**src/rtl/counter_run_ctrl.sv**
```systemverilog
// Run-control sequencer for the board counter: conditions start/stop/step buttons
// and issues prescaled single-cycle enable pulses, with optional one-shot halt.
module counter_run_ctrl #(
  parameter int unsigned COUNTER_BITWIDTH   = 4,
  parameter int unsigned COUNTER_MAX        = 15,
  parameter int unsigned PRESCALER_BITWIDTH = 24,
  parameter int unsigned PRESCALER_MAX      = 11999999
) (
  input  logic                        clock_i,
  input  logic                        reset_n_i,
  input  logic                        start_i,
  input  logic                        stop_i,
  input  logic                        step_i,
  input  logic                        oneshot_i,
  input  logic [COUNTER_BITWIDTH-1:0] counter_value_i,
  output logic                        enable_o,
  output logic                        running_o,
  output logic                        done_o,
  output logic [1:0]                  state_o
);

  localparam int unsigned CW      = COUNTER_BITWIDTH;
  localparam int unsigned PW      = PRESCALER_BITWIDTH;
  localparam int unsigned BTN_NUM = 3;

  localparam logic [PW-1:0] PRESC_TOP = PW'(PRESCALER_MAX);
  localparam logic [CW-1:0] COUNT_TOP = CW'(COUNTER_MAX);

  typedef enum logic [1:0] {
    IDLE  = 2'b00,
    RUN   = 2'b01,
    PAUSE = 2'b10,
    DONE  = 2'b11
  } state_t;

  typedef enum logic [1:0] {
    CMD_NONE,
    CMD_STOP,
    CMD_START,
    CMD_STEP
  } cmd_t;

  // Button bit order: [0]=start, [1]=stop, [2]=step
  logic [BTN_NUM-1:0] btn_raw;
  logic [BTN_NUM-1:0] btn_sync1;
  logic [BTN_NUM-1:0] btn_sync2;
  logic [BTN_NUM-1:0] btn_prev;
  logic [BTN_NUM-1:0] btn_pulse;

  state_t        state;
  state_t        state_next;
  logic [PW-1:0] presc;
  logic [PW-1:0] presc_next;
  logic          enable_q;
  logic          enable_next;
  logic          running_q;
  logic          running_next;
  logic          done_q;
  logic          done_next;

  cmd_t          cmd;
  logic          tick;
  logic          hit_top;

  assign btn_raw = {step_i, stop_i, start_i};

  // Two-flop synchronizer followed by a registered rising-edge detector
  always_ff @(posedge clock_i) begin
    if (!reset_n_i) begin
      btn_sync1 <= '0;
      btn_sync2 <= '0;
      btn_prev  <= '0;
      btn_pulse <= '0;
    end else begin
      btn_sync1 <= btn_raw;
      btn_sync2 <= btn_sync1;
      btn_prev  <= btn_sync2;
      btn_pulse <= btn_sync2 & ~btn_prev;
    end
  end

  // Only the highest-priority pulse acts: stop > start > step
  always_comb begin
    cmd = CMD_NONE;
    if (btn_pulse[1]) begin
      cmd = CMD_STOP;
    end else if (btn_pulse[0]) begin
      cmd = CMD_START;
    end else if (btn_pulse[2]) begin
      cmd = CMD_STEP;
    end
  end

  assign tick = (presc == PRESC_TOP);

  // Counter readback lags enable by one edge, so only trust it on non-pulse cycles
  assign hit_top = oneshot_i && (counter_value_i == COUNT_TOP) && !enable_q;

  // State, prescaler and registered outputs
  always_ff @(posedge clock_i) begin
    if (!reset_n_i) begin
      state     <= IDLE;
      presc     <= '0;
      enable_q  <= 1'b0;
      running_q <= 1'b0;
      done_q    <= 1'b0;
    end else begin
      state     <= state_next;
      presc     <= presc_next;
      enable_q  <= enable_next;
      running_q <= running_next;
      done_q    <= done_next;
    end
  end

  // Next-state and prescaler update
  always_comb begin
    state_next = state;
    presc_next = presc;
    case (state)
      IDLE: begin
        if (cmd == CMD_START) begin
          state_next = RUN;
          presc_next = '0;
        end
      end
      RUN: begin
        if (cmd == CMD_STOP) begin
          state_next = PAUSE;
        end else if (hit_top) begin
          state_next = DONE;
          presc_next = '0;
        end else if (tick) begin
          presc_next = '0;
        end else begin
          presc_next = presc + PW'(1);
        end
      end
      PAUSE: begin
        if (cmd == CMD_STOP) begin
          state_next = IDLE;
          presc_next = '0;
        end else if (cmd == CMD_START) begin
          state_next = RUN;
        end
      end
      DONE: begin
        if (cmd == CMD_STOP) begin
          state_next = IDLE;
          presc_next = '0;
        end else if (cmd == CMD_START) begin
          state_next = RUN;
          presc_next = '0;
        end
      end
    endcase
  end

  // Output decode, registered on the same edge as the state
  always_comb begin
    enable_next  = 1'b0;
    running_next = (state_next == RUN);
    done_next    = (state_next == DONE);
    case (state)
      IDLE:    enable_next = (cmd == CMD_STEP);
      RUN:     enable_next = (cmd != CMD_STOP) && !hit_top && tick;
      PAUSE:   enable_next = (cmd == CMD_STEP);
      DONE:    enable_next = 1'b0;
    endcase
  end

  assign enable_o  = enable_q;
  assign running_o = running_q;
  assign done_o    = done_q;
  assign state_o   = state;

endmodule

```
**config.mk**
```make
export PLATFORM = sky130hd
export DESIGN_NAME = counter_run_ctrl
export DESIGN_NICKNAME = d
export VERILOG_FILES = /design/src/rtl/counter_run_ctrl.sv
export SDC_FILE = /design/constraint.sdc
export NUM_CORES = 1
export LEC_CHECK = 0
export CAP_MARGIN = 20
export CORE_AREA = 2 2 65 67
export DETAILED_ROUTE_END_ITERATION = 7
export DIE_AREA = 0 0 67 69
export PLACE_DENSITY = 0.66
export SETUP_SLACK_MARGIN = 0.5
export SYNTH_ARGS = -nofsm -noshare
export SYNTH_HDL_FRONTEND = slang
export SYNTH_SLANG_ARGS = --single-unit
```
**constraint.sdc**
```tcl
create_clock -name clock_i -period 3.2 [get_ports clock_i]
set_clock_uncertainty 0.05 [all_clocks]
set_input_delay 0.96 -clock clock_i [delete_from_list [all_inputs] [get_ports clock_i]]
set_output_delay 0.96 -clock clock_i [all_outputs]
set_load 0.02 [all_outputs]
```
==> qor.yml, run 1 <==
outcome:
  outcome: "complete, no violations"
cells_and_area:
  fillers: 376
  layout_common_cells: "dfxtp_1, a31oi_1, nand2_1, a21oi_1, clkdlybuf4s50_1"
  drive_above_1_share_pct: 8.51
  final_cell_count_no_fill: 285
  mostFrequentLayoutCell: "dfxtp_1"
  nets: 245
  multi_input_area_um2: 1020
  syn_to_final_growth_pct: 16.3
  area.sequential_um2: 821
  n_antenna_cell: 0
critical_path:
  worst-path-stages: 7
  cp_max_fo: 16
  rrSetupSlack_ns: 0.79
  worst-path-buf-inv: 2
  cp-start-kind: "input pin"
  path_delay_family: "buffers and inverters"
  crit_chain: "clkdlybuf4s50_1, nor2b_1, o211ai_1, a21oi_2, buf_4, a32oi_1, a311oi_1"
  reg2reg_depth: 7
  r2r-start: "presc[0]$_SDFFE_PN0P_"
  worstSetupStartpoint: "reset_n_i"
  cp_slowest_cell: "clkdlybuf4s50_1"
  cp-endpoint: "presc[21]$_SDFFE_PN0P_"
  cp.arrival_ns: 2.67
  r2r_end: "presc[17]$_SDFFE_PN0P_"
  slowest_delay_ns: 0.56
  crit_path_end_kind: "flop"
  crit_type: "in -> reg"
  required_ns: 3.36
logic_synthesis:
  ys_types: 48
  muxShareOfSynthArea_pct: 1.59
  synth_area_um2: 1880
  synth-seq-cells: 41
  synth_xor_area_share_pct: 0
  netlist_instances: 213
  synthSimpleGateAreaFrac_pct: 30.0
  synthFlopType: "dfxtp_1"
  ys_warn_count: 0
  synth_top_family_by_area: "simple AND/OR/NAND/NOR gates"
  synth_nets: 224
  async_reset_ff_share_pct: 0
  synth_enable_flop_cells: 0
  post_synth_fa_ha_maj_area_fraction_pct: 0.664
  syn_area_per_cell_um2: 8.85
  synth_compound_area_share_pct: 21.8
  yosysSeqAreaShare_pct: 43.6
flow_run:
  cap_violations: 0
timing:
  hold_viol: 0
  setup_ws_ns: 0.684
  relSlewSlack_pct: 53.0
  slew_violations: 0
  period_minus_slack_ns: 2.52
  fin_crit_sh_pct: 78.6
  setup_viol: 0
  finalSetupTns_ns: 0
  rsz0062_at_grt: "false"
  max_clock_freq_ghz: 0.397
  worst_slew_pin_slew_ns: 0.699
power_and_ir_drop:
  comb_power_share_pct: 5.9
  seq_power_share_pct: 55.7
  p_switching_mw: 0.234
  power_frac_clock_pct: 38.4
  p_int_mw: 0.700
  power-per-cell-area_nw_per_um2: 426
  max-vdd-ir-drop_v: 0.000258
  p_leak_nw: 0.744
  switching_share_pct: 25.1
clock_network:
  htreeDepth: 2
  cts.sinks: 41
  cts_hold_buffers: 0
  clkLatencyLatePin_ns: 0.30
  cts_setup_buffers: 0
  path_clk_slew_ns: 0.08
  cts_root_buf: "clkbuf_8"
  post_cts_resized: 0
  cts_buffers: 5
  cts_tree: "done"
  cts_max_path_buffers: 2
global_routing:
  grt.overflow.total: 0
  grt_max_degree: 17
  grt_pass1_vias: 1716
  antenna_found_initial: 0
  grt_use_total_pct: 21.4
  grt_pass1_wl_mm: 7.83
floorplan:
  rows: 23
  die_x_um: 67
  dieArea_um2: 4620
  core_area_um2: 3910
  die_y_um: 69
  start_util_pct: 48.1
  io_pins: 15
detailed_routing:
  antenna_left: 0
  totalWireLength_mm: 4.33
  routed_via_density: 6.11
  route.detailed.drc: 0
  drt_iter0_drc: 69
  first_pass_iters: 4
  wire_per_inst_um: 15.2
  via_count: 1740
placed_design:
  dp_hpwl_mm: 3.17
  dp_cells: 277
  port_buffers: 14
  place.gp.congestion: 0.800
  pre_cts_ws_ns: 0.390
hold_path:
  hold_path_class: "reg -> reg"
  hold_start: "btn_prev[1]$_SDFF_PN0_"
-- synth_stat cells, types with 2 or more instances --
cell type   n  area, um^2
dfxtp_1    41         821
clkbuf_1    2        7.51
o21ai_1     2        10.0
a211oi_1    2        15.0
and3_1      4        25.0
a41oi_1     2        17.5
a22oi_1     2        15.0
o211a_1     2        20.0
nor2_1     13        48.8
o211ai_1    5        37.5
o31ai_1     2        15.0
and2_1     11        68.8
nor4_4      2        42.5
buf_2       2        10.0
o21ai_0     4        20.0
inv_1       2        7.51
nand2b_1    6        37.5
mux2i_1     3        30.0
a21oi_1    16        80.1
nand3_1    12        60.1
nor3_1      4        20.0
nand4_1     8        50.1
nor2b_1     8        50.1
a31oi_1    18         113
nand2_1    17        63.8
-- through the flow --
stage | area [um^2] | utilization (%) | hold WS (ns) | power, mW
after floorplan | 1880 | - | 0.317 | 0.560
after global placement | 2100 | 53.6 | 0.321 | 0.585
after detailed placement | 2100 | 53.6 | 0.326 | 0.587
after CTS | 2190 | 56.0 | 0.339 | 0.938
after global routing | 2190 | 56.0 | 0.354 | 0.968
final | 2190 | 56.0 | 0.336 | 0.935
-- logic make-up after synthesis --
family          Yosys count
compound gates           63
fa+ha+maj                 1
buf+inv                   9
flops                    41
mux                       3
simple gates             96
-- registers in the layout, indices dropped and copies added (netlist names) --
| name | count |
|---|---|
| btn_pulse | 3 |
| state_o | 2 |
| btn_prev | 3 |
| presc | 24 |
| running_o | 1 |
| btn_sync2 | 3 |
| done_o | 1 |
| btn_sync1 | 3 |
| enable_o | 1 |
-- metal layers --
metal	track usage (%)	part of all wire, %
met3	4.57	4.7
met1	28.9	45
met5	0	0
met2	33.8	49
met4	6.80	1.3
-- power groups by stage --
stage / combinational [mW] / sequential [mW] / clock (mW)
CTS: 0.0550 / 0.520 / 0.363
floorplan: 0.0277 / 0.533 / 0
finish: 0.0553 / 0.520 / 0.359
global route: 0.0612 / 0.521 / 0.385
detailed placement: 0.0547 / 0.532 / 0
global placement: 0.0529 / 0.532 / 0
-- how the worst min path moves through the flow --
stage / to / slack (ns) / cells past startpoint
after detailed placement: btn_pulse[0]$_SDFF_PN0_ / 0.33 / 1
final: btn_pulse[1]$_SDFF_PN0_ / 0.34 / 1
after CTS: btn_pulse[1]$_SDFF_PN0_ / 0.34 / 1
after floorplan: btn_pulse[0]$_SDFF_PN0_ / 0.32 / 1
after global placement: btn_pulse[0]$_SDFF_PN0_ / 0.32 / 1
after global routing: btn_pulse[1]$_SDFF_PN0_ / 0.35 / 1
-- layout make-up --
class                      count  area share [%]
timing repair buffer          20            8.45
inverter                       3           0.514
clock inverter                 3            1.14
clock buffer                   5            3.14
multi-input combinational    163            46.5
tap                           50            2.85
sequential                    41            37.4
No activity file was read; power rests on OpenSTA's default activity.
==> inputs of run 2 (changes only) <==
==> constraint.sdc (replaced) <==
create_clock -name clock_i -period 2.6 [get_ports clock_i]
set_clock_uncertainty 0.05 [all_clocks]
set_input_delay 0.78 -clock clock_i [delete_from_list [all_inputs] [get_ports clock_i]]
set_output_delay 0.78 -clock clock_i [all_outputs]
set_load 0.02 [all_outputs]
==> run 2 against run 1 <==
Non-clock buffer count up 15. Sequential cell count unchanged. First-iteration DRC count up 110%. Worst setup slack worse by 0.12 ns. Critical path type is now reg -> out. Sequential share of layout area down 2.9 points. Combinational power up 41%. Die area unchanged.
==> qor.yml, run 2 (synthesized netlist as in run 1, its figures left out) <==
critical_path:
  crit_path_end_kind: "output port"
  slowest_delay_ns: 0.60  # +0.04 ns
  worstSetupStartpoint: "running_o$_SDFF_PN0_"
  cp_slowest_cell: "clkdlybuf4s50_1"
  required_ns: 1.77  # -1.59 ns
  path_delay_family: "buffers and inverters"
  crit_type: "reg -> out"
  r2r-start: "presc[13]$_SDFFE_PN0P_"
  crit_chain: "clkdlybuf4s50_1"
  worst-path-buf-inv: 1  # -1
  cp_max_fo: 1  # -15
  cp.arrival_ns: 1.20  # -1.47 ns
  cp-start-kind: "flop"
power_and_ir_drop:
  max-vdd-ir-drop_v: 0.000271  # +5.2%
  power-per-cell-area_nw_per_um2: 469  # +9.9%
  p_leak_nw: 0.899  # +21%
outcome:
  outcome: "complete, no violations"
timing:
  setup_ws_ns: 0.567  # -0.117 ns
  slew_violations: 0  # unchanged
  hold_viol: 0  # unchanged
  setup_viol: 0  # unchanged
  rsz0062_at_grt: "false"
  relSlewSlack_pct: 46.0  # -7.0 points
  fin_crit_sh_pct: 78.2
  finalSetupTns_ns: 0  # unchanged
  max_clock_freq_ghz: 0.492
  worst_slew_pin_slew_ns: 0.803  # +0.104 ns
  timing.hold.ws_ns: 0.335  # -0.00171 ns
  period_minus_slack_ns: 2.03
cells_and_area:
  fillers: 337  # -10%
  syn_to_final_growth_pct: 27.1
  area.sequential_um2: 828  # +0.91%
  layout_common_cells: "dfxtp_1, nand2_1, a31oi_1, buf_4, a21oi_1"
  mostFrequentLayoutCell: "dfxtp_1"
  n_antenna_cell: 0  # unchanged
  largest_reg_flops: 24  # unchanged
  drive_above_1_share_pct: 20.4  # +12 points
  nets: 260  # +6.1%
  multi_input_area_um2: 1080  # +5.9%
  top_register: "presc"
global_routing:
  grt_use_met1_pct: 28.4  # -0.47 points
  grt_pass1_vias: 1716  # unchanged
  grt_pass1_wl_mm: 7.85  # +0.18%
  antenna_found_initial: 0  # unchanged
  grt_max_degree: 15  # -2
  grt.overflow.total: 0  # unchanged
  grt-busiest-layer: "met2"
  grt_use_total_pct: 21.7  # +0.30 points
  met3_usage_pct: 4.24  # -0.33 points
  grt_use_met2_pct: 33.9  # +0.11 points
placed_design:
  port_buffers: 14  # unchanged
  dp_hpwl_mm: 3.32  # +5.0%
  pre_cts_ws_ns: 0.102  # -0.289 ns
  place.gp.congestion: 0.901  # +13%
clock_network:
  cts_buffers: 5  # unchanged
  clkLatencyLatePin_ns: 0.29  # about the same
  cts_root_buf: "clkbuf_8"
  path_clk_slew_ns: 0.08  # about the same
  cts.sinks: 41  # unchanged
  cts_max_path_buffers: 2  # unchanged
  htreeDepth: 2  # unchanged
  cts_tree: "done"
  cts_hold_buffers: 0  # unchanged
detailed_routing:
  totalWireLength_mm: 4.60  # +6.3%
  route.detailed.drc: 0  # unchanged
  routed_via_density: 5.97  # -2.2%
  antenna_left: 0  # unchanged
  drt_iter0_drc: 143  # +110%
  first_pass_iters: 4  # unchanged
  via_count: 1792  # +3.0%
  wire_per_inst_um: 15.3  # +1.0%
floorplan:
  die_x_um: 67  # unchanged
  start_util_pct: 48.1  # unchanged
  rows: 23  # unchanged
  dieArea_um2: 4620  # unchanged
  die_y_um: 69  # unchanged
  io_pins: 15  # unchanged
  core_area_um2: 3910  # unchanged
hold_path:
  hold_path_class: "reg -> reg"
  hold_start: "btn_prev[1]$_SDFF_PN0_"
flow_run:
  cap_violations: 0  # unchanged
## run 2: cell types whose count changed in the layout (fill, tap and decap cells not counted), sizes merged
cell / before / now
buf: 6 / 21
clkdlybuf4s50: 14 / 5
dlymetal6s2s: 0 / 6
dlygate4sd2: 0 / 3
clkinv: 1 / 3
inv: 4 / 2
## run 2: area by class of cell
class | count | share of cell area (%)
multi-input cells | 163 | 45.0
clock buffers | 5 | 2.87
flip-flops and latches | 41 | 34.6
repair buffers | 35 | 13.7
inverters | 3 | 0.470
clock inverters | 3 | 0.731
well taps | 50 | 2.61
## run 2: report_power, final
group          total, mW  switching [mW]  internal, mW
registers          0.640         0.00436         0.636
logic             0.0778          0.0418        0.0360
clock network      0.404           0.219         0.185
## run 2: final timing paths
kind	to	slack (ns)	cells past startpoint
setup reg to reg	presc[3]$_SDFFE_PN0P_	0.59	7
hold reg to reg	btn_pulse[1]$_SDFF_PN0_	0.33	1
setup / recovery	running_o	0.57	1
hold / removal	btn_pulse[1]$_SDFF_PN0_	0.33	1
## run 2: timing repair
| item | CTS | global route |
|---|---|---|
| gates resized for setup | 8 | 26 |
| pin swaps | 5 | 10 |
| buffers inserted | 4 | 3 |
| endpoints found under the setup margin | 18 | 23 |
## run 2: metal layers
metal  wire [um]  vias to the layer above
met4          65                        0
met2        2270                       62
met5           0                        -
li1            -                      876
met1        1970                      845
met3         295                        9
## run 2: metrics by stage
stage	instance area, um^2	utilization, %	total power, mW	std cells
floorplan	1880	-	0.690	213
global placement	2160	55.1	0.725	285
detailed placement	2160	55.1	0.726	285
CTS	2290	58.5	1.13	297
global route	2390	61.2	1.17	300
finish	2390	61.2	1.12	300
==> edit (config.mk and constraints of run 2) <==
Make the reset (`reset_n_i`) asynchronous in 2 clocked blocks.
--- a/src/rtl/counter_run_ctrl.sv
+++ b/src/rtl/counter_run_ctrl.sv
@@ -67,3 +67,3 @@
   // Two-flop synchronizer followed by a registered rising-edge detector
-  always_ff @(posedge clock_i) begin
+  always_ff @(posedge clock_i or negedge reset_n_i) begin
     if (!reset_n_i) begin
@@ -99,3 +99,3 @@
   // State, prescaler and registered outputs
-  always_ff @(posedge clock_i) begin
+  always_ff @(posedge clock_i or negedge reset_n_i) begin
     if (!reset_n_i) begin
Check against the original RTL: differs if reset_n_i is asserted again (counterexample within 10 cycles, from zero or initial values and one cycle with reset_n_i low); with reset_n_i held inactive, the same outputs for 10 cycles.
==> edit against run 2 <==
  * Final cell count fell by 11%
  * Routed wire length fell by 2.3%
  * Cell area increased by 1.4%
  * Synthesized cell count down 13%
  * Setup slack got worse by 0.084 ns
  * Sequential cell count stayed put
  * Synthesized area is 0.80% higher
  * Hold slack worse by 0.029 ns
  * Sequential share of layout area up 7.8 points
Power is not compared: it rests on default switching activity, and its combinational part moved more than twofold at a synthesized area within 25%.
==> edit: results (changes against run 2) <==
* Clock-pin slew on the worst setup and hold paths at 0.09 ns
* Final GP Congestion at 0.8940 (was 0.9006)
* Worst reg2reg path endpoint: presc[12]$_DFFE_PN0P_ (was presc[3]$_SDFFE_PN0P_)
* Setup TNS at 0 ns (unchanged)
* Share of cells above drive strength 1 at 22.94% (was 20.40%)
* Commonest register cell after synthesis: dfrtp_1 (was dfxtp_1)
* Most common library cells after synthesis: dfrtp_1 (41), a21oi_1 (18), a31oi_1 (12), nand2_1 (12), nor2_1 (12) (was dfxtp_1 (41), a31oi_1 (18), nand2_1 (17))
* HPWL after DPL at 2908 µm (was 3324 µm)
* Crit path DAT at 2.25 ns (was 1.20 ns)
* Endpoint, Worst Hold: btn_sync2[0]$_DFF_PN0_ (was btn_pulse[1]$_SDFF_PN0_)
* Drt first pass iters at 4 (unchanged)
* Clk buf depth at 2 (unchanged)
* Synth unique cells at 44 (was 48)
* Worst R2R Path Depth at 7 (unchanged)
* Synth area leaders: dfrtp_1 (54%), a21oi_1 (4.7%), a31oi_1 (4.0%), nand3_1 (2.4%), nand2_1 (2.4%) (was dfxtp_1 (44%), a31oi_1 (6.0%), a21oi_1 (4.2%), and2_1 (3.7%), nand2_1 (3.4%))
* Syn nets at 196 (was 224)
* Worst slew pin tran at 0.4685 ns (was 0.8028 ns)
* Run status: finished, final reports clean (unchanged)
* Total global-route track usage at 21.28% (was 21.71%)
* Largest net degree at the start of global routing at 26 (was 15)
* Seq/Total Area, Yosys at 54.02% (was 43.56%)
* Placed inst area at 0.002142 mm² (was 0.002158 mm²)
* Skew-Pair Late Insertion Delay at 0.30 ns
* Async SR Flop Fraction at 100.0% (was 0%)
* Initial antenna violation count at 0 (unchanged)
* Yosys Warn Count at 0 (unchanged)
* N_diodes at 0 (unchanged)
* HP Class: flop to flop (unchanged)
* VDD IR-drop max at 412.0 µV
* Vias per cell at 6.213 (was 5.973)
* Htree depth at 2 (unchanged)
* Worst hold stages at 0 (was 1)
* R2r setup slk at 0.48 ns (was 0.59 ns)
* I/O Buffers at 14 (unchanged)
* Global-route wire length before repair at 7576 µm (was 7845 µm)
* Fill cells at 324 (was 337)
* CP max FO at 18 (was 1)
* Root Buffer: clkbuf_8 (unchanged)
* Drt total wl at 4492 µm (was 4598 µm)
* Worst r2r src: presc[14]$_DFFE_PN0P_ (was presc[13]$_SDFFE_PN0P_)
* TritonCTS buffer count at 5 (unchanged)
* Drt initial violations at 140 (was 143)
* Hold_sp: btn_sync1[0]$_DFF_PN0_ (was btn_prev[1]$_SDFF_PN0_)
* Nets at 228 (was 260)
## edit: cells by family (layout without fill, tap and decap cells)
logic type               count (synthesis)  in the layout  synth area share, %
multiplexers                             2              2                1.120
AO/OA/AOI/OAI                           62             62                21.08
adder cells (fa/ha/maj)                  1              1               0.6587
AND/OR/NAND/NOR                         70             70                20.82
buffers and inverters                    9             42                2.306
flip-flops                              41             41                54.02
## edit: how the worst max path moves through the flow
stage / startpoint / slack (ns) / end
2_1_floorplan: presc[19]$_DFFE_PN0P_ / 0.55 / presc[22]$_DFFE_PN0P_
3_3_place_gp: counter_value_i[3] / -0.14 / presc[18]$_DFFE_PN0P_
3_5_place_dp: counter_value_i[2] / -0.22 / presc[19]$_DFFE_PN0P_
4_1_cts: counter_value_i[0] / 0.50 / presc[4]$_DFFE_PN0P_
5_1_grt: presc[14]$_DFFE_PN0P_ / 0.43 / presc[12]$_DFFE_PN0P_
6_report: presc[14]$_DFFE_PN0P_ / 0.48 / presc[12]$_DFFE_PN0P_
## edit: layer usage
metal	vias to the layer above	GRT usage (%)	part of all wire (%)
li1	768	-	-
met1	814	27.37	42
met2	70	31.79	51
met3	13	6.036	5.6
met4	0	12.02	1.7
met5	-	0	0
## edit: stage by stage
step           total power [mW]  instances  utilization, %  worst slack [ns]  hold WS, ns
4_1_cts                   1.425        265           59.65            0.5039       0.3097
6_report                  1.433        268           62.02            0.4833       0.3060
5_1_grt                   1.505        268           62.02            0.4303       0.3140
3_3_place_gp             0.9490        250           54.73           -0.1351       0.2847
3_5_place_dp             0.9566        250           54.73           -0.2232       0.2880
2_1_floorplan            0.8601        185               -            0.5470       0.2812
## edit: layout make-up
class	instances	area [µm²]	area share, %
Clock buffer	5	68.82	2.835
Clock inverter	3	28.78	1.186
Inverter	3	11.26	0.4639
Multi-Input combinational cell	135	932.1	38.40
Sequential cell	41	1028	42.37
Tap cell	50	62.56	2.577
Timing Repair Buffer	31	295.3	12.16
## edit: repair_timing
action,4_1_cts,5_1_grt
pin swaps,4,5
setup endpoints to repair,23,21
buffers inserted,7,3
hold buffers,0,0
resized for setup,12,16
## edit: where the power goes
group	switching [mW]	internal (mW)	leakage [nW]	total [mW]
registers	0.0447	0.679	0.537	0.724
logic	0.139	0.110	0.452	0.249
clock network	0.257	0.203	0.0511	0.460
## edit: critical path: stages, from the launching register on
cell,delay [ns]
dfrtp_1,0.40
or4bb_4,0.56
nor4_4,0.25
buf_4,0.18
a211oi_4,0.08
buf_12,0.17
a41oi_2,0.22
a31oi_1,0.08
